File: src/rtl/ulbf_coeffs_axis_master.sv
// Coefficient streaming master: reads coefficient RAM port B and emits an AXI4-Stream with tlast per block.
// Optional start-of-block tuser output enabled by defining ULBF_COEFFS_SOB_EN.
module ulbf_coeffs_axis_master #(
  parameter int unsigned DATA_W      = 128,
  parameter int unsigned RAM_LATENCY = 2,
  parameter int unsigned FIFO_DEPTH  = 4
) (
  input  logic              m_axis_clk,
  input  logic              m_axis_rst_n,
  input  logic              soft_rst,
  input  logic              go,
  input  logic [11:0]       block_size,
  input  logic [11:0]       niter,
  input  logic [15:0]       rollover_addr,
  output logic [15:0]       addrb,
  output logic              enb,
  input  logic [DATA_W-1:0] doutb,
  output logic [DATA_W-1:0] m_axis_tdata,
  output logic              m_axis_tvalid,
  input  logic              m_axis_tready,
  output logic              m_axis_tlast,
`ifdef ULBF_COEFFS_SOB_EN
  output logic              m_axis_tuser,
`endif
  output logic              done
);

  localparam int unsigned PTR_W = (FIFO_DEPTH > 1) ? $clog2(FIFO_DEPTH) : 1;
  localparam int unsigned CNT_W = $clog2(FIFO_DEPTH + 1);
  localparam int unsigned SUM_W = CNT_W + 1;
  localparam int unsigned CFG_W = 12;
  localparam int unsigned ADR_W = 16;

  typedef enum logic [1:0] {S_IDLE, S_RUN, S_DRAIN, S_DONE} state_t;

  state_t             state_q, state_n;
  logic               go_d;
  logic [CFG_W-1:0]   bs_q, ni_q, beat_cnt, blk_cnt;
  logic [ADR_W-1:0]   roll_q;
  logic               iss_last_q;
  logic [RAM_LATENCY-1:0] vld_sr, last_sr;
  logic [CNT_W-1:0]   inflight, fifo_cnt;
  logic [PTR_W-1:0]   wr_ptr, rd_ptr;
  logic [DATA_W-1:0]  data_mem [FIFO_DEPTH];
  logic               last_mem [FIFO_DEPTH];

  logic               start_c, pop_c, push_c, room_c, issue_c, blk_end_c, run_end_c;
  logic [CFG_W-1:0]   cfg_bs_c, cfg_ni_c;
  logic [SUM_W-1:0]   occ_c;
  logic [ADR_W-1:0]   next_addr_c;

`ifdef ULBF_COEFFS_SOB_EN
  logic                   iss_user_q;
  logic [RAM_LATENCY-1:0] user_sr;
  logic                   user_mem [FIFO_DEPTH];
`endif

  // Issue-side decode; config comes straight from the CSR inputs on the start cycle
  always_comb begin
    start_c     = go & ~go_d;
    cfg_bs_c    = (state_q == S_IDLE) ? block_size : bs_q;
    cfg_ni_c    = (state_q == S_IDLE) ? niter : ni_q;
    pop_c       = m_axis_tvalid & m_axis_tready;
    push_c      = vld_sr[RAM_LATENCY-1];
    occ_c       = SUM_W'(fifo_cnt) + SUM_W'(inflight) - SUM_W'(pop_c);
    room_c      = occ_c < SUM_W'(FIFO_DEPTH);
    blk_end_c   = (beat_cnt == cfg_bs_c - 12'd1);
    run_end_c   = blk_end_c && (blk_cnt == cfg_ni_c - 12'd1);
    next_addr_c = (addrb == roll_q - 16'd1) ? '0 : addrb + 16'd1;
  end

  always_ff @(posedge m_axis_clk or negedge m_axis_rst_n) begin
    if (!m_axis_rst_n) state_q <= S_IDLE;
    else               state_q <= state_n;
  end

  always_comb begin
    state_n = state_q;
    issue_c = 1'b0;
    unique case (state_q)
      S_IDLE: begin
        if (start_c) begin
          if (block_size == '0 || niter == '0) begin
            state_n = S_DONE;
          end else begin
            issue_c = 1'b1;
            state_n = run_end_c ? S_DRAIN : S_RUN;
          end
        end
      end
      S_RUN: begin
        if (room_c) begin
          issue_c = 1'b1;
          if (run_end_c) state_n = S_DRAIN;
        end
      end
      S_DRAIN: if (inflight == '0 && fifo_cnt == '0) state_n = S_DONE;
      S_DONE:  if (!go) state_n = S_IDLE;
      default: state_n = S_IDLE;
    endcase
    if (soft_rst) begin
      state_n = S_IDLE;
      issue_c = 1'b0;
    end
  end

  // go edge detector keeps tracking through soft reset so a held go never restarts
  always_ff @(posedge m_axis_clk or negedge m_axis_rst_n) begin
    if (!m_axis_rst_n) begin
      go_d <= 1'b0;
      done <= 1'b0;
    end else begin
      go_d <= go;
      done <= (state_n == S_DONE);
    end
  end

  // Read issue: enb/addrb are registered one cycle after the issue decision
  always_ff @(posedge m_axis_clk or negedge m_axis_rst_n) begin
    if (!m_axis_rst_n) begin
      enb        <= 1'b0;
      addrb      <= '0;
      iss_last_q <= 1'b0;
      bs_q       <= '0;
      ni_q       <= '0;
      roll_q     <= '0;
      beat_cnt   <= '0;
      blk_cnt    <= '0;
      inflight   <= '0;
      vld_sr     <= '0;
      last_sr    <= '0;
    end else if (soft_rst) begin
      enb        <= 1'b0;
      addrb      <= '0;
      iss_last_q <= 1'b0;
      beat_cnt   <= '0;
      blk_cnt    <= '0;
      inflight   <= '0;
      vld_sr     <= '0;
      last_sr    <= '0;
    end else begin
      enb        <= issue_c;
      iss_last_q <= blk_end_c;
      if (state_q == S_IDLE && start_c) begin
        bs_q   <= block_size;
        ni_q   <= niter;
        roll_q <= rollover_addr;
        addrb  <= '0;
      end else if (enb) begin
        addrb <= next_addr_c;
      end
      if (issue_c) begin
        if (blk_end_c) begin
          beat_cnt <= '0;
          blk_cnt  <= blk_cnt + 12'd1;
        end else begin
          beat_cnt <= beat_cnt + 12'd1;
        end
      end else if (state_q == S_IDLE || state_q == S_DONE) begin
        beat_cnt <= '0;
        blk_cnt  <= '0;
      end
      inflight   <= inflight + CNT_W'(issue_c) - CNT_W'(push_c);
      vld_sr[0]  <= enb;
      last_sr[0] <= iss_last_q;
      for (int unsigned i = 1; i < RAM_LATENCY; i++) begin
        vld_sr[i]  <= vld_sr[i-1];
        last_sr[i] <= last_sr[i-1];
      end
    end
  end

  // Skid FIFO pointers; credit accounting guarantees it never overflows
  always_ff @(posedge m_axis_clk or negedge m_axis_rst_n) begin
    if (!m_axis_rst_n) begin
      wr_ptr   <= '0;
      rd_ptr   <= '0;
      fifo_cnt <= '0;
    end else if (soft_rst) begin
      wr_ptr   <= '0;
      rd_ptr   <= '0;
      fifo_cnt <= '0;
    end else begin
      if (push_c) wr_ptr <= (wr_ptr == PTR_W'(FIFO_DEPTH - 1)) ? '0 : wr_ptr + PTR_W'(1);
      if (pop_c)  rd_ptr <= (rd_ptr == PTR_W'(FIFO_DEPTH - 1)) ? '0 : rd_ptr + PTR_W'(1);
      fifo_cnt <= fifo_cnt + CNT_W'(push_c) - CNT_W'(pop_c);
    end
  end

  always_ff @(posedge m_axis_clk) begin
    if (push_c) begin
      data_mem[wr_ptr] <= doutb;
      last_mem[wr_ptr] <= last_sr[RAM_LATENCY-1];
    end
  end

  assign m_axis_tvalid = (fifo_cnt != '0);
  assign m_axis_tdata  = data_mem[rd_ptr];
  assign m_axis_tlast  = m_axis_tvalid & last_mem[rd_ptr];

`ifdef ULBF_COEFFS_SOB_EN
  // Start-of-block flag follows the same issue-to-FIFO path as tlast
  always_ff @(posedge m_axis_clk or negedge m_axis_rst_n) begin
    if (!m_axis_rst_n) begin
      iss_user_q <= 1'b0;
      user_sr    <= '0;
    end else if (soft_rst) begin
      iss_user_q <= 1'b0;
      user_sr    <= '0;
    end else begin
      iss_user_q <= (beat_cnt == '0);
      user_sr[0] <= iss_user_q;
      for (int unsigned i = 1; i < RAM_LATENCY; i++) user_sr[i] <= user_sr[i-1];
    end
  end

  always_ff @(posedge m_axis_clk) begin
    if (push_c) user_mem[wr_ptr] <= user_sr[RAM_LATENCY-1];
  end

  assign m_axis_tuser = m_axis_tvalid & user_mem[rd_ptr];
`endif

endmodule

File: config.mk
export PLATFORM = sky130hd
export DESIGN_NAME = ulbf_coeffs_axis_master
export DESIGN_NICKNAME = d
export VERILOG_FILES = /design/src/rtl/ulbf_coeffs_axis_master.sv
export SDC_FILE = /design/constraint.sdc
export NUM_CORES = 1
export LEC_CHECK = 0
export ABC_AREA = 0
export BUFFER_PORTS_ARGS = -buffer_cell sky130_fd_sc_hd__buf_4
export CORE_ASPECT_RATIO = 0.7
export CORE_MARGIN = 1
export CORE_UTILIZATION = 52
export DETAILED_ROUTE_END_ITERATION = 12
export PLACE_DENSITY_LB_ADDON = 0.2
export SYNTH_ARGS = -nofsm -noshare
export SYNTH_HDL_FRONTEND = slang
export SYNTH_SLANG_ARGS = --single-unit
File: constraint.sdc
create_clock -name m_axis_clk -period 3.83 [get_ports m_axis_clk]
set_input_delay 0.766 -clock m_axis_clk [delete_from_list [all_inputs] [get_ports m_axis_clk]]
set_output_delay 0.766 -clock m_axis_clk [all_outputs]
set_load 0.02 [all_outputs]
* Word-level counts from Yosys, hierarchy flattened *
Memory sizes are Yosys's and may differ from the RTL's.
Index checks and enable logic that the tools add are counted.

word-level totals
  flip-flop bits (word level) = 100
  bits in writable memories = 516
  bits of input ports = 173
  output and inout port bits = 148
  word-level logic and storage cells = 107
  memories = 2

memories
  name      depth  width  rd ports  clocked after memory_dff  wr ports  line  text
  data_mem  4      128    1         0                         1         44    logic [DATA_W-1:0] data_mem [FIFO_DEPTH];
  last_mem  4      1      1         0                         1         45    logic last_mem [FIFO_DEPTH];

operators by class
  add/sub/neg operators = 14
  magnitude comparators = 1
  equal/unequal tests = 10
  muxes and demuxes = 41
  bitwise gates (word level) = 5
  reductions and logical operators = 17

operators with widths
  operator               count
  $mux 12                9
  $mux 16                4
  $mux 2                 16
  $add 12x1->12 const B  2
  $eq 12x12->1           2
  $logic_not 12->1       2
  $sub 12x1->12 const B  2
  $add 16x1->16 const B  1
  $eq 16x16->1           1
  $sub 16x1->16 const B  1
  $eq 2x2->1 const B     5
  $reduce_bool 3->1      3
  $mux 1                 8
  $pmux 2 s4             1
  $add 3x1->3            2
  $logic_not 3->1        2
  $mux 3                 2
  $sub 3x1->3            2
  $add 2x1->2 const B    2
  $add 3x3->4            1
  $lt 4x3->1 const B     1
  $reduce_and 2->1       2
  $reduce_bool 2->1      2
  $sub 4x1->4            1
  8 further kinds        14

* Longest topological paths before layout *
Gate-level depths: netlist (run 1).

  word-level depth = 11
  depth in mapped cells = 20
  depth with buffers taken out = 20

* Least setup slack after synthesis (run 1) *
OpenSTA, ideal clock, no wires.

  path kind = reg-to-reg
  from = register wr_ptr[0]
  to = memory data_mem[2][0] (enable)
  setup time = 503 ps
  arrival time = 3582 ps
  setup slack = -254 ps
  stages on the path, launching flop included = 4
  path buffers = 0
  period minus slack after synthesis = 4084 ps
  cell sequence = dfrtp_1 inv_1 ha_1 and2_1

RTL lines
  item                    line  text
  from (decl)             43    logic [PTR_W-1:0] wr_ptr, rd_ptr;
  from (signal assigned)  184   if (push_c) wr_ptr <= (wr_ptr == PTR_W'(FIFO_DEPTH - 1)) ? '0 : wr_ptr + PTR_W'(1);
  to (decl)               44

No word-level cell before the write port.

* Worst setup path after layout (run 1) *
  from = register state_q[0]
  to = register done

on the way
  word-level cells in the longest chain between the ends = 11
  elaborated cells on any way between the ends = 21
  classes of those cells = add/sub (2); eq/ne (6); mux (11); reduce/logical (2)

RTL lines
  item                              line        text
  from (decl)                       36          state_t state_q, state_n;
  from (signal assigned)            74          else state_q <= state_n;
  $logic_not 2->1                   61, 62, 80
  $mux 12 (on tied branches)        61, 62
  $sub 12x1->12 (on tied branches)  67, 68
  $eq 12x12->1 (on tied branches)   67, 68
  $logic_and 1x1->1                 68          run_end_c = blk_end_c && (blk_cnt == cfg_ni_c - 12'd1);
  $mux 2                            87          state_n = run_end_c ? S_DRAIN : S_RUN;
  $mux 2                            83          if (block_size == '0 || niter == '0) begin
  $mux 2                            82          if (start_c) begin
  $pmux 2 s4 (*)                    80          unique case (state_q)
  $mux 2 (*)                        101         if (soft_rst) begin
  $eq 2x2->1 (*)                    114         done <= (state_n == S_DONE);
  to (signal assigned)              114
  to (decl)                         25          output logic done

Every way passes the cells marked *; elsewhere a longest branch is shown, timed or not.
A chain may end at the register's enable or synchronous reset.

==> flow_metrics.env, run 1 <==
export IMPL_status="finished, final reports clean"
export IMPL_tns_ps=0
export IMPL_drc=0
export IMPL_startpoint="state_q[0]"
export IMPL_stdcell_count=2352
export IMPL_drtIter0Drc=928
export IMPL_io_pins=321
export IMPL_port_buffers=320
export IMPL_synthCells=1336
export IMPL_critical_path_max_stage_delay_ps=550
export IMPL_cts_hold_buf=0
export IMPL_synth_area_sq_mm=0.0250
export IMPL_clock_tree_buffer_depth=3
export IMPL_whs_ps=280
export IMPL_via_count=13400
export IMPL_fin_crit_ps=3610
export IMPL_root_buffer="clkbuf_16"
export IMPL_core_sq_mm=0.0470
export IMPL_overflow=0
export IMPL_wire_per_inst_um=21.8
export IMPL_endpoint_kind="register"
export IMPL_async_flop_share_pct=16.2
export IMPL_synth_main_ff_cell="edfxtp_1"
export IMPL_r2r_cells=12
export IMPL_worstHoldPathType="primary input to asynchronous set/reset pin"
export IMPL_relSlewSlack_pct=45.6
export IMPL_yosysWarnings=0
export IMPL_crit_fanout=10
export IMPL_max_cap_viol_count=0
export IMPL_gp_congestion=0.823
export IMPL_grtUsageTotal_pct=20.9
export IMPL_routed_via_density=5.71
export IMPL_drive_gt1_share_pct=36.5
export IMPL_insertion_delay_ps=590
export IMPL_syn_avg_cell_area_sq_um=18.7
export IMPL_r2r_slack_ps=220
export IMPL_max_slew_worst_pin_slew_ps=815
export IMPL_fin_nets=1893
export IMPL_design_die_area_sq_mm=0.0490
export IMPL_antenna_found_initial=2
export IMPL_firstDrtPassIters=5
export IMPL_cts_tree="built"
export IMPL_yosysSeqAreaShare_pct=72.0
export IMPL_synth_seq_cells=616
export IMPL_areaGrowthSynthToFinish_pct=20.9
export IMPL_dpl_hpwl_um=33500
export IMPL_synth_fp_nets=1534
export IMPL_hold_viol_final=0
export IMPL_netlist_area_leader_share_pct=62.0
export IMPL_yosysMostFrequentCell="edfxtp_1"
export IMPL_ant_nets=0
export IMPL_setup_viol=0
export IMPL_die_w_um=264
export IMPL_p_leak_nw=10.7
export IMPL_h_tree_depth=2
export IMPL_critPathSlowestCell="or4_1"
export IMPL_drv_slew=0
export IMPL_worstPathArrival_ps=4090
export IMPL_cts_setup_buffers=0
export IMPL_initial_core_util_pct=53.2
export IMPL_min_period_over_period_pct=94.3
export IMPL_path_cells="inv_1 -> ha_4 -> mux2i_1 -> ha_1 -> nor4b_2 -> nor2_1 -> nor4bb_2 -> xnor2_1 -> nand4_1 -> or4_1 -> o32a_1 -> nor4_1"
export IMPL_r2r_end="done"
export IMPL_worstPathRequired_ps=4310
export IMPL_ir_drop_mv=0.518
export IMPL_grt_max_degree=60
export IMPL_grt_pass1_wl_um=78400
export IMPL_dp_cells=2249
export IMPL_die_y_um=185
export IMPL_crit_type="register to register"
export IMPL_placementRows=66
export IMPL_synth_edff_count=516
export IMPL_wl_um=51300
export IMPL_yosys_area_top_type="edfxtp_1"
export IMPL_cts_sinks=616
export IMPL_ys_types=70
export IMPL_power_density_mw_per_mm2=618
export IMPL_grt_pass1_vias=13400
export IMPL_timing_rr_start="state_q[0]"
export IMPL_fmax_mhz=277
export IMPL_synthTopCellsByCount="edfxtp_1 (516), mux4_2 (129), dfrtp_1 (100), nor2_1 (43), mux2_2 (40)"
export IMPL_finClkSkew_ps=11.4
export IMPL_synth_area_leaders="edfxtp_1 (62%), mux4_2 (12%), dfrtp_1 (10%)"
export IMPL_clk_pin_slew_ps=70
export IMPL_cts_buffers=56
export IMPL_start_kind="register"
cells by family (layout without fill, tap and decap cells):
group	Yosys count	in the layout	share of synthesized area [%]
DFF	616	616	72.0
muxes	196	196	14.5
xor gates and xnor gates	66	66	2.31
adders and majority gates	25	25	1.31
buffers and inverters	84	485	1.51
and+or+nand+nor	231	231	5.36
AOI/OAI and AO/OA	118	118	3.05
other	0	3	0
layout by cell type, fill, tap and decap left out, types with 4 or more instances in the layout:
| master | n |
|---|---|
| nand2b_1 | 11 |
| nand3b_1 | 4 |
| or4_1 | 11 |
| or3_1 | 5 |
| nor3_1 | 29 |
| edfxtp_1 | 516 |
| nand3_1 | 19 |
| a31oi_1 | 17 |
| clkbuf_16 | 58 |
| buf_4 | 347 |
| clkbuf_8 | 4 |
| inv_1 | 26 |
| mux2_2 | 40 |
| bufinv_16 | 6 |
| dfrtp_1 | 98 |
| and2_4 | 4 |
| nand2_1 | 29 |
| mux4_2 | 129 |
| xor2_1 | 29 |
| mux2i_1 | 27 |
| xnor2_1 | 37 |
| buf_12 | 11 |
| nor4_1 | 11 |
| ha_1 | 22 |
| nor2_1 | 43 |
| and3_1 | 17 |
| o21ai_0 | 25 |
| a21oi_1 | 32 |
| clkbuf_1 | 14 |
| o211ai_1 | 8 |
| nor2b_1 | 10 |
| clkinv_1 | 12 |
| o22ai_1 | 5 |
| nand4_1 | 8 |
sequential cells by signal, indices dropped and copies added (netlist names), 3 cells and up:
signal / flops
data_mem: 512
addrb: 16
roll_q: 16
beat_cnt: 12
blk_cnt: 12
bs_q: 12
ni_q: 12
last_mem: 4
fifo_cnt: 3
inflight: 3
worst max-delay path, delay by kind of cell (launching register included):
family	cells	cell delay, ps
AO/OA/AOI/OAI	1	360
XOR/XNOR	1	160
adder cells (fa/ha/maj)	2	520
buffers and inverters	1	160
flip-flops	1	410
multiplexers	1	270
AND/OR/NAND/NOR	6	1600
where the power goes:
part / switching, mW / internal, mW / total (mW)
sequential: 0.382 / 7.61 / 7.99
clock: 2.33 / 3.24 / 5.56
combinational: 2.67 / 2.46 / 5.13
final cells by class:
type                       instances  area [sq um]
sequential                       616         18000
clock buffer                      76          1560
multi-input combinational        636          6690
clock inverter                    24           272
inverter                          27           101
fill                            3323         16800
timing repair buffer             358          2830
antenna                            3          7.51
tap                              612           766
layer usage:
metal	routed length, um	global-route usage [%]	up-vias	share of wire, %
li1	-	-	6095	-
met1	22700	30.1	6886	44
met2	25200	33.8	374	49
met3	2460	3.31	64	4.8
met4	937	5.35	0	1.8
met5	0	0	-	0
stage by stage:
stage	worst slack, ps	cell area, sq um	utilization, %	total power [mW]
2_1_floorplan	13.5	25000	-	11.5
3_3_place_gp	271	28400	60.3	13.2
3_5_place_dp	57.0	28400	60.3	13.3
4_1_cts	99.8	30200	64.3	18.9
5_1_grt	-5.14	30200	64.3	19.5
6_report	219	30200	64.3	18.7
worst max path at each step:
stage | end
after floorplan | done
after global placement | inflight[2]
after detailed placement | done
after CTS | done
after global routing | blk_cnt[10]
final | done
what timing repair did:
item	in CTS	in global routing
endpoints found under the setup margin	1	2
pin swaps	0	0
endpoints found under the hold margin	0	0
resized for setup	1	3
Note: power is estimated with default switching activity, not from simulation.
==> run 2, diff against run 1 <==
--- a/config.mk
+++ b/config.mk
@@ -9,7 +9,7 @@
 export BUFFER_PORTS_ARGS = -buffer_cell sky130_fd_sc_hd__buf_4
 export CORE_ASPECT_RATIO = 0.7
 export CORE_MARGIN = 1
-export CORE_UTILIZATION = 52
+export CORE_UTILIZATION = 45
 export DETAILED_ROUTE_END_ITERATION = 12
 export PLACE_DENSITY_LB_ADDON = 0.2
 export SYNTH_ARGS = -nofsm -noshare
==> run 2 against run 1 <==
  * Hold slack worse by 73 ps
  * Sequential share of layout area down 0.37 points
  * Maximum frequency up 2.0%
  * Cell count up 5.3%
  * Global-route usage down 2.2 points
  * Non-clock buffer count down 3
  * Sequential power about the same
  * Clock skew up 5.4 ps
  * Largest power group unchanged
  * Wire length up 2.9%
  * Clock power up 1%
  * Count of clock-buffer cells in the layout down 5
  * Combinational power about the same
==> flow_metrics.env, run 2 (same netlist as run 1, synthesis figures left out) <==
export IMPL_finClkSkew_ps=16.7
export IMPL_postLayoutCellArea_sq_mm=0.0304
export IMPL_antenna_found_initial=3
export IMPL_cts_tree="built"
export IMPL_final_cell_mix="edfxtp_1 (516), buf_4 (343), mux4_2 (129)"
export IMPL_grt_pass1_vias=13800
export IMPL_max_slew_worst_pin_slew_ps=728
export IMPL_reg_top3="data_mem x512, addrb x16, roll_q x16"
export IMPL_hold_viol_final=0
export IMPL_fin_nets=1892
export IMPL_path_cells="inv_1 -> ha_4 -> mux2i_1 -> ha_1 -> nor4bb_1 -> nor2_1 -> nor4bb_1 -> xnor2_1 -> nand4_1 -> or4_1 -> o32a_1 -> nor4_1"
export IMPL_ant_nets=0
export IMPL_whs_ps=207
export IMPL_worst_slack_ps=291
export IMPL_h_tree_depth=2
export IMPL_critical_path_max_stage_delay_ps=520
export IMPL_setup_viol=0
export IMPL_min_period_over_period_pct=92.4
export IMPL_drv_slew=0
export IMPL_top_register="data_mem"
export IMPL_drtIter0Drc=897
export IMPL_grtUsageTotal_pct=18.7
export IMPL_cpMostUsedCell="nor4bb_1"
export IMPL_via_count=13500
export IMPL_clk_pin_slew_ps=60
export IMPL_postLayoutCoreUtil_pct=56.0
export IMPL_gp_congestion=0.792
export IMPL_clock_tree_buffer_depth=3
export IMPL_dp_cells=2364
export IMPL_place_ws_ps=166
export IMPL_overflow=0
export IMPL_io_pins=321
export IMPL_critPathSlowestCell="or4_1"
export IMPL_ir_drop_mv=0.354
export IMPL_endpoint_kind="register"
export IMPL_status="finished, final reports clean"
export IMPL_core_sq_mm=0.0543
export IMPL_initial_core_util_pct=46.1
export IMPL_power_density_mw_per_mm2=617
export IMPL_worstPathArrival_ps=4040
export IMPL_start_kind="register"
export IMPL_placementRows=71
export IMPL_firstDrtPassIters=5
export IMPL_cts_buffers=58
export IMPL_areaGrowthSynthToFinish_pct=21.6
export IMPL_wl_um=52800
export IMPL_routed_via_density=5.43
export IMPL_die_y_um=199
export IMPL_die_w_um=284
export IMPL_root_buffer="clkbuf_16"
export IMPL_relSlewSlack_pct=51.5
export IMPL_cts_hold_buf=0
export IMPL_final_common_cell="edfxtp_1"
export IMPL_fmax_mhz=283
export IMPL_crit_type="register to register"
export IMPL_wire_per_inst_um=21.3
export IMPL_insertion_delay_ps=610
export IMPL_drc=0
export IMPL_largest_reg_flops=512
export IMPL_dpl_instance_area_sq_mm=0.0285
export IMPL_grt_max_degree=70
export IMPL_drive_gt1_share_pct=36.7
export IMPL_grt_pass1_wl_um=81300
export IMPL_dpl_hpwl_um=34400
export IMPL_max_cap_viol_count=0
export IMPL_stdcell_count=2476
export IMPL_p_leak_nw=10.7
export IMPL_port_buffers=320
export IMPL_fin_crit_ps=3540
export IMPL_cts_sinks=616
export IMPL_worstPathRequired_ps=4330
export IMPL_crit_fanout=9
export IMPL_design_die_area_sq_mm=0.0565
export IMPL_worstHoldPathType="primary input to asynchronous set/reset pin"
export IMPL_tns_ps=0
export IMPL_power_mw=18.8
-- run 2: path summary, 6_finish.rpt --
path                               from         end  slack [ps]  cells after the start
max                          state_q[1]        done         290                     12
min                        m_axis_rst_n  roll_q[14]         210                      1
max reg2reg                  state_q[1]        done         290                     12
min reg2reg                   vld_sr[0]   vld_sr[1]         460                      1
max in group asynchronous  m_axis_rst_n    addrb[4]        2880                      2
min in group m_axis_clk              go        go_d         310                      1
-- run 2: metal layers --
metal  share of wire (%)  global-route usage (%)
met1                  44                    26.4
met5               0.027                       0
met2                  48                    30.5
met3                 5.6                    3.62
met4                 1.6                    4.24
-- run 2: power breakdown --
part | switching, mW | total (mW) | internal, mW
sequential | 0.401 | 8.01 | 7.61
combinational | 2.65 | 5.11 | 2.46
clock | 2.46 | 5.64 | 3.18
total | 5.51 | 18.8 | 13.2
-- run 2: layout make-up --
class                      instances  area (sq um)
multi-input combinational        636          6680
sequential                       616         18000
tap                              730           913
antenna                            2          5.00
timing repair buffer             355          2820
inverter                          27           101
clock inverter                    39           373
clock buffer                      71          1520
fill                            4221         23900
-- run 2: repair_timing --
action	in CTS	in global routing
setup buffers	0	0
endpoints found under the setup margin	0	6
gates resized for setup	0	3
-- run 2: critical path: cells and delay by family (launching register included) --
family          cells  cell delay (ps)
flops               1              430
mux                 1              270
xor+xnor            1              160
compound gates      1              360
buf+inv             1              150
simple gates        6             1580
fa+ha+maj           2              480
==> run 3, diff against run 2 <==
--- a/config.mk
+++ b/config.mk
@@ -7,6 +7,8 @@
 export LEC_CHECK = 0
 export ABC_AREA = 0
 export BUFFER_PORTS_ARGS = -buffer_cell sky130_fd_sc_hd__buf_4
+export CELL_PAD_IN_SITES_DETAIL_PLACEMENT = 1
+export CELL_PAD_IN_SITES_GLOBAL_PLACEMENT = 1
 export CORE_ASPECT_RATIO = 0.7
 export CORE_MARGIN = 1
 export CORE_UTILIZATION = 45
==> constraint.sdc (replaced) <==
create_clock -name m_axis_clk -period 4 [get_ports m_axis_clk]
set_input_delay 0.8 -clock m_axis_clk [delete_from_list [all_inputs] [get_ports m_axis_clk]]
set_output_delay 0.8 -clock m_axis_clk [all_outputs]
set_load 0.02 [all_outputs]
==> run 3 against run 2 <==
  * Sequential power shrank 4.2%
  * Non-clock buffer count down 8
  * Core utilization shrank 0.18 points
  * Cell count decreased by 0.44%
  * Count of clock-buffer cells in the layout grew 11
  * Sequential cell count is the same
  * Combinational power shrank 4.1%
  * Cell area shrank 0.31%
  * First-iteration DRC count is 9.3% lower
  * Critical path depth shrank 1
==> flow_metrics.env, run 3 (same netlist as run 1, synthesis figures left out) <==
export IMPL_root_buffer="clkbuf_16"
export IMPL_start_kind="register"
export IMPL_p_leak_nw=10.7
export IMPL_core_sq_mm=0.0543
export IMPL_worstPathRequired_ps=4510
export IMPL_tns_ps=0
export IMPL_clk_pin_slew_ps=60
export IMPL_ir_drop_mv=0.391
export IMPL_switching_power_mw=5.32
export IMPL_dpl_hpwl_um=38100
export IMPL_stdcell_count=2465
export IMPL_largest_reg_flops=512
export IMPL_initial_core_util_pct=46.1
export IMPL_drc=0
export IMPL_wire_per_inst_um=23.3
export IMPL_dpl_instance_area_sq_mm=0.0284
export IMPL_drtIter0Drc=814
export IMPL_areaGrowthSynthToFinish_pct=21.2
export IMPL_p_int_mw=12.6
export IMPL_finClkSkew_ps=22.4
export IMPL_reg_top3="data_mem x512, addrb x16, roll_q x16"
export IMPL_via_count=13500
export IMPL_clock_tree_buffer_depth=3
export IMPL_p_clk_share_pct=30.0
export IMPL_drv_slew=0
export IMPL_cts_sinks=616
export IMPL_max_cap_viol_count=0
export IMPL_die_w_um=284
export IMPL_antenna_found_initial=2
export IMPL_power_mw=18.0
export IMPL_p_seq_share_pct=42.7
export IMPL_fmax_mhz=269
export IMPL_dp_cells=2356
export IMPL_ant_nets=0
export IMPL_setup_viol=0
export IMPL_insertion_delay_ps=610
export IMPL_fill_cells=4954
export IMPL_postLayoutCoreUtil_pct=55.9
export IMPL_switching_share_pct=29.6
export IMPL_hold_viol_final=0
export IMPL_cts_tree="built"
export IMPL_cts_buffers=58
export IMPL_fin_crit_ps=3720
export IMPL_io_pins=321
export IMPL_power_frac_comb_pct=27.3
export IMPL_overflow=0
export IMPL_wl_um=57400
export IMPL_h_tree_depth=2
export IMPL_final_common_cell="edfxtp_1"
export IMPL_power_density_mw_per_mm2=592
export IMPL_cts_setup_buffers=0
export IMPL_placementRows=71
export IMPL_top_register="data_mem"
export IMPL_worstPathArrival_ps=4220
export IMPL_crit_fanout=39
export IMPL_die_y_um=199
export IMPL_min_period_over_period_pct=92.9
export IMPL_max_slew_worst_pin_slew_ps=869
export IMPL_relSlewSlack_pct=42.1
export IMPL_drive_gt1_share_pct=36.2
export IMPL_grt_pass1_vias=14100
export IMPL_final_cell_mix="edfxtp_1 (516), buf_4 (334), mux4_2 (129)"
export IMPL_rsz0062_at_grt="false"
export IMPL_grt_max_degree=71
export IMPL_port_buffers=320
export IMPL_grt_pass1_wl_um=87900
export IMPL_firstDrtPassIters=4
export IMPL_crit_type="register to register"
export IMPL_postLayoutCellArea_sq_mm=0.0303
export IMPL_routed_via_density=5.47
export IMPL_grtUsageTotal_pct=20.5
export IMPL_gp_congestion=0.791
export IMPL_worstHoldPathType="primary input to asynchronous set/reset pin"
export IMPL_status="finished, final reports clean"
export IMPL_design_die_area_sq_mm=0.0565
export IMPL_endpoint_kind="register"
export IMPL_fin_nets=1884
[run 3: metal layers]
metal	wire length [um]	vias up	track usage (%)
met5	13	-	0
met4	665	2	4.16
met3	2520	51	3.42
met2	28100	264	33.3
met1	26200	7097	29.4
li1	-	6074	-
[run 3: cell type report]
| type | count | area (sq um) | share of cell area (%) |
|---|---|---|---|
| antenna | 1 | 2.50 | 0.00825 |
| clock inverter | 26 | 288 | 0.949 |
| timing repair buffer | 347 | 2770 | 9.13 |
| sequential | 616 | 18000 | 59.4 |
| tap | 730 | 913 | 3.01 |
| clock buffer | 82 | 1560 | 5.15 |
| multi-input combinational | 636 | 6680 | 22.0 |
| inverter | 27 | 101 | 0.334 |
[run 3: critical path, stage by stage (launching register included)]
cell      delay (ps)
dfrtp_1          420
inv_1            120
ha_2             290
buf_12           260
or4b_2           640
and2_1           200
nor4bb_1         330
xnor2_1          170
nand4_1          140
or4_1            510
o32a_1           360
nor4_1           160
[run 3: power by group through the flow]
| stage | sequential, mW | clock, mW | combinational (mW) |
|---|---|---|---|
| 2_1_floorplan | 7.62 | 0 | 3.41 |
| 3_3_place_gp | 7.79 | 0 | 4.81 |
| 3_5_place_dp | 7.80 | 0 | 4.91 |
| 4_1_cts | 7.67 | 5.54 | 4.94 |
| 5_1_grt | 7.73 | 5.77 | 5.31 |
| 6_report | 7.67 | 5.39 | 4.90 |
[run 3: path summary, 6_finish.rpt]
check                              from         end  slack (ps)  depth (start not counted)
setup reg to reg             state_q[1]        done         280                         11
max in group asynchronous  m_axis_rst_n  roll_q[12]        2860                          2
hold / removal             m_axis_rst_n   roll_q[1]         310                          1
hold reg to reg              iss_last_q  last_sr[0]         480                          1
setup / recovery             state_q[1]        done         280                         11
min in group m_axis_clk              go        go_d         330                          1
[run 3: timing repair]
| action | in CTS | in global routing |
|---|---|---|
| endpoints found under the setup margin | 0 | 9 |
| gates resized for setup | 0 | 5 |
| hold buffers | 0 | 0 |
[run 3: through the flow]
stage                     hold WS (ps)  setup slack, ps
after floorplan                    439              142
after global placement             446              293
after detailed placement           468              176
after CTS                          286              162
after global routing               298             47.7
final                              306              285
